## src/rtl/dataflow_rx.sv

```systemverilog
`default_nettype none
// ============================================================================
//  Module   : dataflow_rx
//  Purpose  : Single-wire serial receiver, one line bit per clock.
//             Frame = start(0), n data bits LSB first, parity, stop(1).
//             Presents the recovered word with a one-cycle valid strobe
//             plus parity and framing status.
//  Revision : 1.0  initial release
// ============================================================================
module dataflow_rx #(
    parameter int   n                    = 8,
    parameter logic parity_type_even_odd = 1'b0   // 0 = even, 1 = odd
) (
    input  logic         clk,
    input  logic         rst_n,
    input  logic         Rx,
    output logic [n-1:0] Q,
    output logic         valid,
    output logic         parity_error,
    output logic         frame_error,
    output logic         busy
);

    // Bit counter must be at least one bit wide even for a 1-bit word.
    localparam int                  c_cnt_w    = (n > 1) ? $clog2(n) : 1;
    localparam logic [c_cnt_w-1:0]  c_cnt_last = c_cnt_w'(n - 1);
    localparam logic [c_cnt_w-1:0]  c_cnt_one  = c_cnt_w'(1);

    localparam logic [2:0] S_IDLE      = 3'd0;
    localparam logic [2:0] S_DATA      = 3'd1;
    localparam logic [2:0] S_PARITY    = 3'd2;
    localparam logic [2:0] S_STOP      = 3'd3;
    localparam logic [2:0] S_WAIT_HIGH = 3'd4;

    logic               r_sync1;
    logic               r_sync2;
    logic               w_rx_s;

    logic [2:0]         r_state;
    logic [c_cnt_w-1:0] r_cnt;
    logic [n-1:0]       r_shift;
    logic               r_par;
    logic [n-1:0]       r_q;
    logic               r_valid;
    logic               r_perr;
    logic               r_ferr;

    logic [2:0]         w_state_nxt;
    logic [c_cnt_w-1:0] w_cnt_nxt;
    logic [n-1:0]       w_shift_nxt;
    logic               w_par_nxt;
    logic [n-1:0]       w_q_nxt;
    logic               w_valid_nxt;
    logic               w_perr_nxt;
    logic               w_ferr_nxt;
    logic               w_par_exp;

    // Two-flop synchronizer; resets to the idle-high line level.
    always_ff @(posedge clk or negedge rst_n) begin
        if (!rst_n) begin
            r_sync1 <= 1'b1;
            r_sync2 <= 1'b1;
        end else begin
            r_sync1 <= Rx;
            r_sync2 <= r_sync1;
        end
    end

    assign w_rx_s = r_sync2;

    // Parity the transmitter would have sent for the assembled word.
    generate
        if (parity_type_even_odd) begin : g_odd_parity
            assign w_par_exp = ~^r_shift;
        end else begin : g_even_parity
            assign w_par_exp = ^r_shift;
        end
    endgenerate

    // State, datapath and output registers.
    always_ff @(posedge clk or negedge rst_n) begin
        if (!rst_n) begin
            r_state <= S_IDLE;
            r_cnt   <= '0;
            r_shift <= '0;
            r_par   <= 1'b0;
            r_q     <= '0;
            r_valid <= 1'b0;
            r_perr  <= 1'b0;
            r_ferr  <= 1'b0;
        end else begin
            r_state <= w_state_nxt;
            r_cnt   <= w_cnt_nxt;
            r_shift <= w_shift_nxt;
            r_par   <= w_par_nxt;
            r_q     <= w_q_nxt;
            r_valid <= w_valid_nxt;
            r_perr  <= w_perr_nxt;
            r_ferr  <= w_ferr_nxt;
        end
    end

    // Frame sequencing: next state and next datapath/output values.
    always_comb begin
        w_state_nxt = r_state;
        w_cnt_nxt   = r_cnt;
        w_shift_nxt = r_shift;
        w_par_nxt   = r_par;
        w_q_nxt     = r_q;
        w_perr_nxt  = r_perr;
        w_ferr_nxt  = r_ferr;
        w_valid_nxt = 1'b0;

        case (r_state)
            S_IDLE: begin
                if (!w_rx_s) begin
                    w_state_nxt = S_DATA;
                    w_cnt_nxt   = '0;
                    w_shift_nxt = '0;
                end
            end
            S_DATA: begin
                w_shift_nxt[r_cnt] = w_rx_s;
                if (r_cnt == c_cnt_last) begin
                    w_state_nxt = S_PARITY;
                end else begin
                    w_cnt_nxt = r_cnt + c_cnt_one;
                end
            end
            S_PARITY: begin
                w_par_nxt   = w_rx_s;
                w_state_nxt = S_STOP;
            end
            S_STOP: begin
                // Error frames are still delivered; the consumer decides.
                w_q_nxt     = r_shift;
                w_perr_nxt  = (r_par != w_par_exp);
                w_ferr_nxt  = ~w_rx_s;
                w_valid_nxt = 1'b1;
                // A low stop bit may be a break; wait for the line to recover
                // so the held-low level is not mistaken for a start bit.
                w_state_nxt = w_rx_s ? S_IDLE : S_WAIT_HIGH;
            end
            S_WAIT_HIGH: begin
                if (w_rx_s) begin
                    w_state_nxt = S_IDLE;
                end
            end
            default: begin
                w_state_nxt = S_IDLE;
            end
        endcase
    end

    assign Q            = r_q;
    assign valid        = r_valid;
    assign parity_error = r_perr;
    assign frame_error  = r_ferr;
    assign busy         = (r_state != S_IDLE);

endmodule
`default_nettype wire

```

## config.mk

```make
export PLATFORM = sky130hd
export DESIGN_NAME = dataflow_rx
export DESIGN_NICKNAME = d
export VERILOG_FILES = /design/src/rtl/dataflow_rx.sv
export SDC_FILE = /design/constraint.sdc
export NUM_CORES = 1
export LEC_CHECK = 0
export BUFFER_PORTS_ARGS = -buffer_cell sky130_fd_sc_hd__buf_2
export CAP_MARGIN = 20
export CELL_PAD_IN_SITES_DETAIL_PLACEMENT = 2
export CELL_PAD_IN_SITES_GLOBAL_PLACEMENT = 2
export CORE_MARGIN = 2
export CORE_UTILIZATION = 38
export CTS_BUF_LIST = sky130_fd_sc_hd__clkbuf_4 sky130_fd_sc_hd__clkbuf_8 sky130_fd_sc_hd__clkbuf_16
export DETAILED_ROUTE_END_ITERATION = 8
export PLACE_DENSITY = 0.77
export SLEW_MARGIN = 25
export SYNTH_ARGS = -nofsm -noshare
export SYNTH_HDL_FRONTEND = slang
export SYNTH_SLANG_ARGS = --single-unit
```

## constraint.sdc

```tcl
create_clock -name clk -period 1.9 [get_ports clk]
set_input_delay 0.095 -clock clk [delete_from_list [all_inputs] [get_ports clk]]
set_output_delay 0.095 -clock clk [all_outputs]
set_load 0.005 [all_outputs]
```

# Yosys cells after proc, flatten, opt, wreduce, memory -nomap -nowiden
# Cells that the tools add are included.
word_totals:
  reg_bits: 28
  in_bits: 3
  out_inout_bits: 12
classes:
  bitwise: 1
  reduce_logical: 8
  add_sub_neg: 1
  n_lt_le_gt_ge: 2
  n_eq_ne: 10
  n_mux: 14
ops:
  columns: ["op", "count"]
  rows:
  - ["$mux W3", 6]
  - ["$pmux W8 S2", 1]
  - ["$pmux W3 S5", 1]
  - ["$bwmux W8", 1]
  - ["$mux W8", 1]
  - ["$ne A2 B2 Y1 const B", 4]
  - ["$reduce_xor A8 Y1", 1]
  - ["$eq A3 B2 Y1 const B", 2]
  - ["$eq A3 B3 Y1 const B", 2]
  - ["$pmux W3 S2", 1]
  - ["$reduce_and A3 Y1", 2]
  - ["$lt A3 B4 Y1 const B", 1]
  - ["$add A3 B1 Y3 const B", 1]
  - ["$demux W1 S3", 1]
  - ["$eq A3 B1 Y1 const B", 1]
  - ["$ge A3 B1 Y1 const B", 1]
  - ["$logic_not A3 Y1", 1]
  - ["$reduce_bool A3 Y1", 1]
  - ["$mux W1", 2]
  - ["$reduce_and A2 Y1", 1]
  - ["$reduce_bool A2 Y1", 1]
  - ["$logic_and A1 B1 Y1", 1]
  - ["$ne A1 B1 Y1", 1]
  - ["$not A1 Y1", 1]

# Depth between registers and ports, before layout
logic_depth:
  ltp_word: 6
  ltp_mapped: 6
  depth_no_buf: 5

# Worst setup path before layout
# Ideal clock, no wire load.
synth_path:
  path_kind: "register to register"
  start: "register r_state[1]"
  end: "register r_shift[4]"
  path_slack_ps: 321
  arrival_time_ps: 1457
  n_path_buf: 1
  t_required_ps: 1779
  stages_incl_launch_ff: 6
  synth_period_minus_slack_ps: 1579
  setup_time_ps: 121
  path_cell_list: "dfrtp_1 -> or3b_1 -> buf_6 -> nor4b_4 -> nor2_1 -> o22a_1"
synth_between:
  elab_chain_len: 3
synth_lines:
  columns: ["element", "line_no", "rtl"]
  rows:
  - ["from (decl)", "39", "logic [2:0] r_state;"]
  - ["from (signal assigned)", "92", "r_state <= w_state_nxt;"]
  - ["$eq A3 B1 Y1 or $logic_not A3 Y1 (tied branches)", "114", "case (r_state)"]
  - ["$reduce_bool A2 Y1 (no line) or $ne A2 B2 Y1 (tied branches)", null, null]
  - ["$reduce_and A2 Y1 (no line)", null, null]
  - ["to (signal assigned)", "94", "r_shift <= w_shift_nxt;"]
  - ["to (decl)", "41", "logic [n-1:0] r_shift;"]
# Parallel ways exist; a longest one is shown, timed or not.
# A chain may end at the register's enable or synchronous reset.

# Worst setup path after layout
layout_path:
  start: "register r_state[0]"
  end: "register r_shift[4]"
# The elaborated chain is that of the path after synthesis.

==> key figures <==
Run status
  – Status: finished clean

Worst setup path
  – Max incr delay on CP: 0.54 ns
  – CP top delay family: simple AND/OR/NAND/NOR gates
  – Startpoint types: flop
  – Critical path endpoint category: flop
  – CP Data Required Time: 2.15 ns
  – Worst Path Buf+Inv: 0
  – Crit path max fanout: 9
  – CP arrival: 1.94 ns
  – Slowest-stage cell, CP: sky130_fd_sc_hd__dfrtp_1
  – Cells traversed along the worst timing path: or3b_4 -> nor4b_4 -> nor2_1 -> o22a_1
  – Crit Path Category: reg2reg

Global routing
  – Largest net degree at the start of global routing: 29
  – All-layer global routing usage: 0.171
  – Number of global-route vias before repair: 1011
  – Total congestion overflow after global routing: 0
  – Number of antenna violations at the first check in global routing: 0
  – First-pass GRT wire length: 5190 µm

Worst hold path
  – Class of the worst hold path: in2async

STA
  – Timing-limited maximum frequency: 0.594 GHz
  – Worst clock skew on the final layout: 0.00934 ns
  – Endpoints failing hold: 0
  – Unrepaired setup endpoints after global routing: no
  – Post-route clock period utilization: 0.887
  – Final critical-path required period: 1.68 ns
  – Worst Tran Pin Value: 0.629 ns
  – Setup ws final: 0.215 ns
  – Sum of negative setup slack: 0 ns
  – Pins over their slew limit: 0
  – Final setup violating endpoints: 0
  – Headroom to the max-slew limit: 0.581

Place
  – Estimated wirelength of the detail-placed design: 2100 µm
  – Pre-CTS setup slack: 0.103 ns
  – Gpl congestion: 0.715
  – Number of input and output port buffers inserted: 14

Flow run
  – Max-cap check violation count: 0

Synthesis
  – Mapped Avg Cell Area: 12.4 µm²
  – Cells after Synth: 107
  – Mapped Nets: 112
  – Count of warnings emitted by yosys: 0
  – Share of synthesized flip-flops with an asynchronous set or reset: 1.00
  – Netlist area before placement: 1330 µm²
  – Sequential-to-total area share from yosys stat: 0.529
  – Number of synthesized register bits: 28
  – Dominant synthesized flop cell: sky130_fd_sc_hd__dfrtp_1
  – Number of enable flip-flop cells after synthesis: 0
  – Number of distinct standard cells referenced by the synthesized netlist: 32

Clock network
  – Insertion delay of the later-clocked pin in the worst-skew pair: 0.34 ns
  – Postcts setup bufs: 0
  – Clock tree from TritonCTS: done
  – Sink Count: 28
  – Depth of the CTS H-tree: 1
  – Clock Tree Buf Depth: 2
  – Clock-pin slew reported for the worst setup and hold paths after clock tree synthesis: 0.16 ns
  – Root cell of the clock tree: sky130_fd_sc_hd__clkbuf_4
  – Number of CTS-inserted buffers: 3

Pwr
  – Leak Pwr: 0.719 nW
  – Power density relative to cell area: 1780 nW/µm²
  – Internal power: 0.00170 W
  – Power dissipated by switching net loads: 0.00102 W
  – Switching portion of total power: 0.374
  – Sequential cell fraction of total power: 0.386
  – Maximum ir drop on the vdd rail: 0.000622 V
  – Combinational group share of total power: 0.504
  – Clk pwr share: 0.110

Final layout
  – Core occupancy in the finished layout: 0.457
  – Antenna Diode Count: 0
  – Commonest non-fill, non-tap cell in the layout: sky130_fd_sc_hd__dfrtp_1
  – Synthesis-to-finish area growth: 14.8%
  – Filler instances: 359
  – Commonest cells after routing, fill and taps aside: sky130_fd_sc_hd__dfrtp_1 (26), sky130_fd_sc_hd__nor2_1 (15), sky130_fd_sc_hd__buf_2 (14), sky130_fd_sc_hd__mux2_2 (10), sky130_fd_sc_hd__buf_4 (7)
  – Multi-input combinational cell area: 579 µm²
  – Share of final-layout standard cells stronger than drive strength 1: 0.346
  – Sequential cell area: 703 µm²
  – Total number of nets in the final design: 133

Detailed routing
  – Routed wire length: 2930 µm
  – DRC viols: 0
  – Vias after detailed routing: 869
  – Wire length per cell: 17.0 µm
  – Detailed router's first-iteration violation count: 12
  – Detailed Routing Iterations Pass 1: 2
  – Vias per inst: 5.02
  – Post-route ant nets: 0

Die
  – Initial core utilization: 0.399
  – Standard-cell row count: 21
  – Ports placed on the boundary: 15
  – Horizontal extent of the die: 63.2 µm
  – Core area: 3340 µm²
  – Chip height: 63.2 µm
  – Total die area: 3990 µm²
[flip-flops by register name, indices dropped and copies added (netlist names)]
| register | flops |
|---|---|
| Q | 8 |
| r_shift | 8 |
| r_cnt | 3 |
| r_state | 3 |
| frame_error | 1 |
| parity_error | 1 |
| r_par | 1 |
| r_sync1 | 1 |
| r_sync2 | 1 |
| valid | 1 |
[per-layer routing]
layer / global-route usage / up-vias / part of all wire
met3: 0.0286 / 5 / 0.021
met1: 0.206 / 444 / 0.44
li1: - / 409 / -
met2: 0.305 / 11 / 0.53
met4: 0.0667 / 0 / 0.017
met5: 0 / - / 0
[power groups by stage]
stage	Combinational, W	Sequential, W	Clock [W]
2_1_floorplan	0.00105	0.00101	0
6_report	0.00137	0.00105	0.000300
5_1_grt	0.00154	0.00109	0.000337
4_1_cts	0.00139	0.00106	0.000313
3_3_place_gp	0.00129	0.00104	0
3_5_place_dp	0.00137	0.00107	0
[cells in the mapped netlist, types with 2 or more instances]
cell type                   n  area share
sky130_fd_sc_hd__o22a_1     4       0.026
sky130_fd_sc_hd__dfrtp_1   26        0.49
sky130_fd_sc_hd__ha_1       2       0.019
sky130_fd_sc_hd__a22o_1     2       0.013
sky130_fd_sc_hd__nand3b_1   2       0.011
sky130_fd_sc_hd__nand2_1    4       0.011
sky130_fd_sc_hd__a21oi_1    2      0.0075
sky130_fd_sc_hd__mux2i_1    4       0.030
sky130_fd_sc_hd__nor2_1    15       0.042
sky130_fd_sc_hd__inv_1      2      0.0056
sky130_fd_sc_hd__xor2_1     2       0.013
sky130_fd_sc_hd__o21ai_0    4       0.015
sky130_fd_sc_hd__xnor2_1    4       0.026
sky130_fd_sc_hd__nand4b_1   2       0.013
sky130_fd_sc_hd__buf_6      2       0.017
sky130_fd_sc_hd__mux2_2    10       0.085
sky130_fd_sc_hd__nor4b_4    2       0.036
sky130_fd_sc_hd__dfstp_2    2       0.040
sky130_fd_sc_hd__nand3_1    2      0.0075
sky130_fd_sc_hd__buf_2      2      0.0075
[final cells by class]
class,instances,share of cell area
flip-flops and latches,28,0.461
multi-input cells,70,0.380
repair buffers,23,0.0934
well taps,46,0.0377
clock buffers,4,0.0238
inverters,2,0.00492
[cells by family after synthesis]
family / share of synthesized area
adder cells (fa/ha/maj): 0.0188
XOR/XNOR: 0.0564
multiplexers: 0.115
AO/OA/AOI/OAI: 0.0621
AND/OR/NAND/NOR: 0.178
flip-flops: 0.529
buffers and inverters: 0.0414
[repair_timing]
item / in CTS / in global routing
endpoints found under the setup margin: 0 / 2
endpoints found under the hold margin: 27 / 0
hold buffers: 2 / 0
gates resized for setup: 0 / 2
[final timing paths]
path | from | end | slack [ns] | depth (start not counted)
worst min register to register | r_sync1 | r_sync2 | 0.37 | 0
worst max-delay path | r_state[0] | r_shift[4] | 0.22 | 4
max in group asynchronous | rst_n | r_shift[3] | 1.21 | 2
worst min-delay path | rst_n | r_par | 0.28 | 2
worst max register to register | r_state[0] | r_shift[4] | 0.22 | 4
min in group clk | r_sync1 | r_sync2 | 0.37 | 0
[through the flow]
| step | hold slack (ns) | power, W | instances | area [µm²] |
|---|---|---|---|---|
| final | 0.280 | 0.00272 | 173 | 1530 |
| after global routing | 0.332 | 0.00297 | 173 | 1530 |
| after CTS | 0.313 | 0.00276 | 173 | 1520 |
| after detailed placement | 0.156 | 0.00244 | 167 | 1460 |
| after global placement | 0.151 | 0.00234 | 167 | 1460 |
| after floorplan | -0.201 | 0.00206 | 107 | 1330 |
No activity file was read; power rests on OpenSTA's default activity.
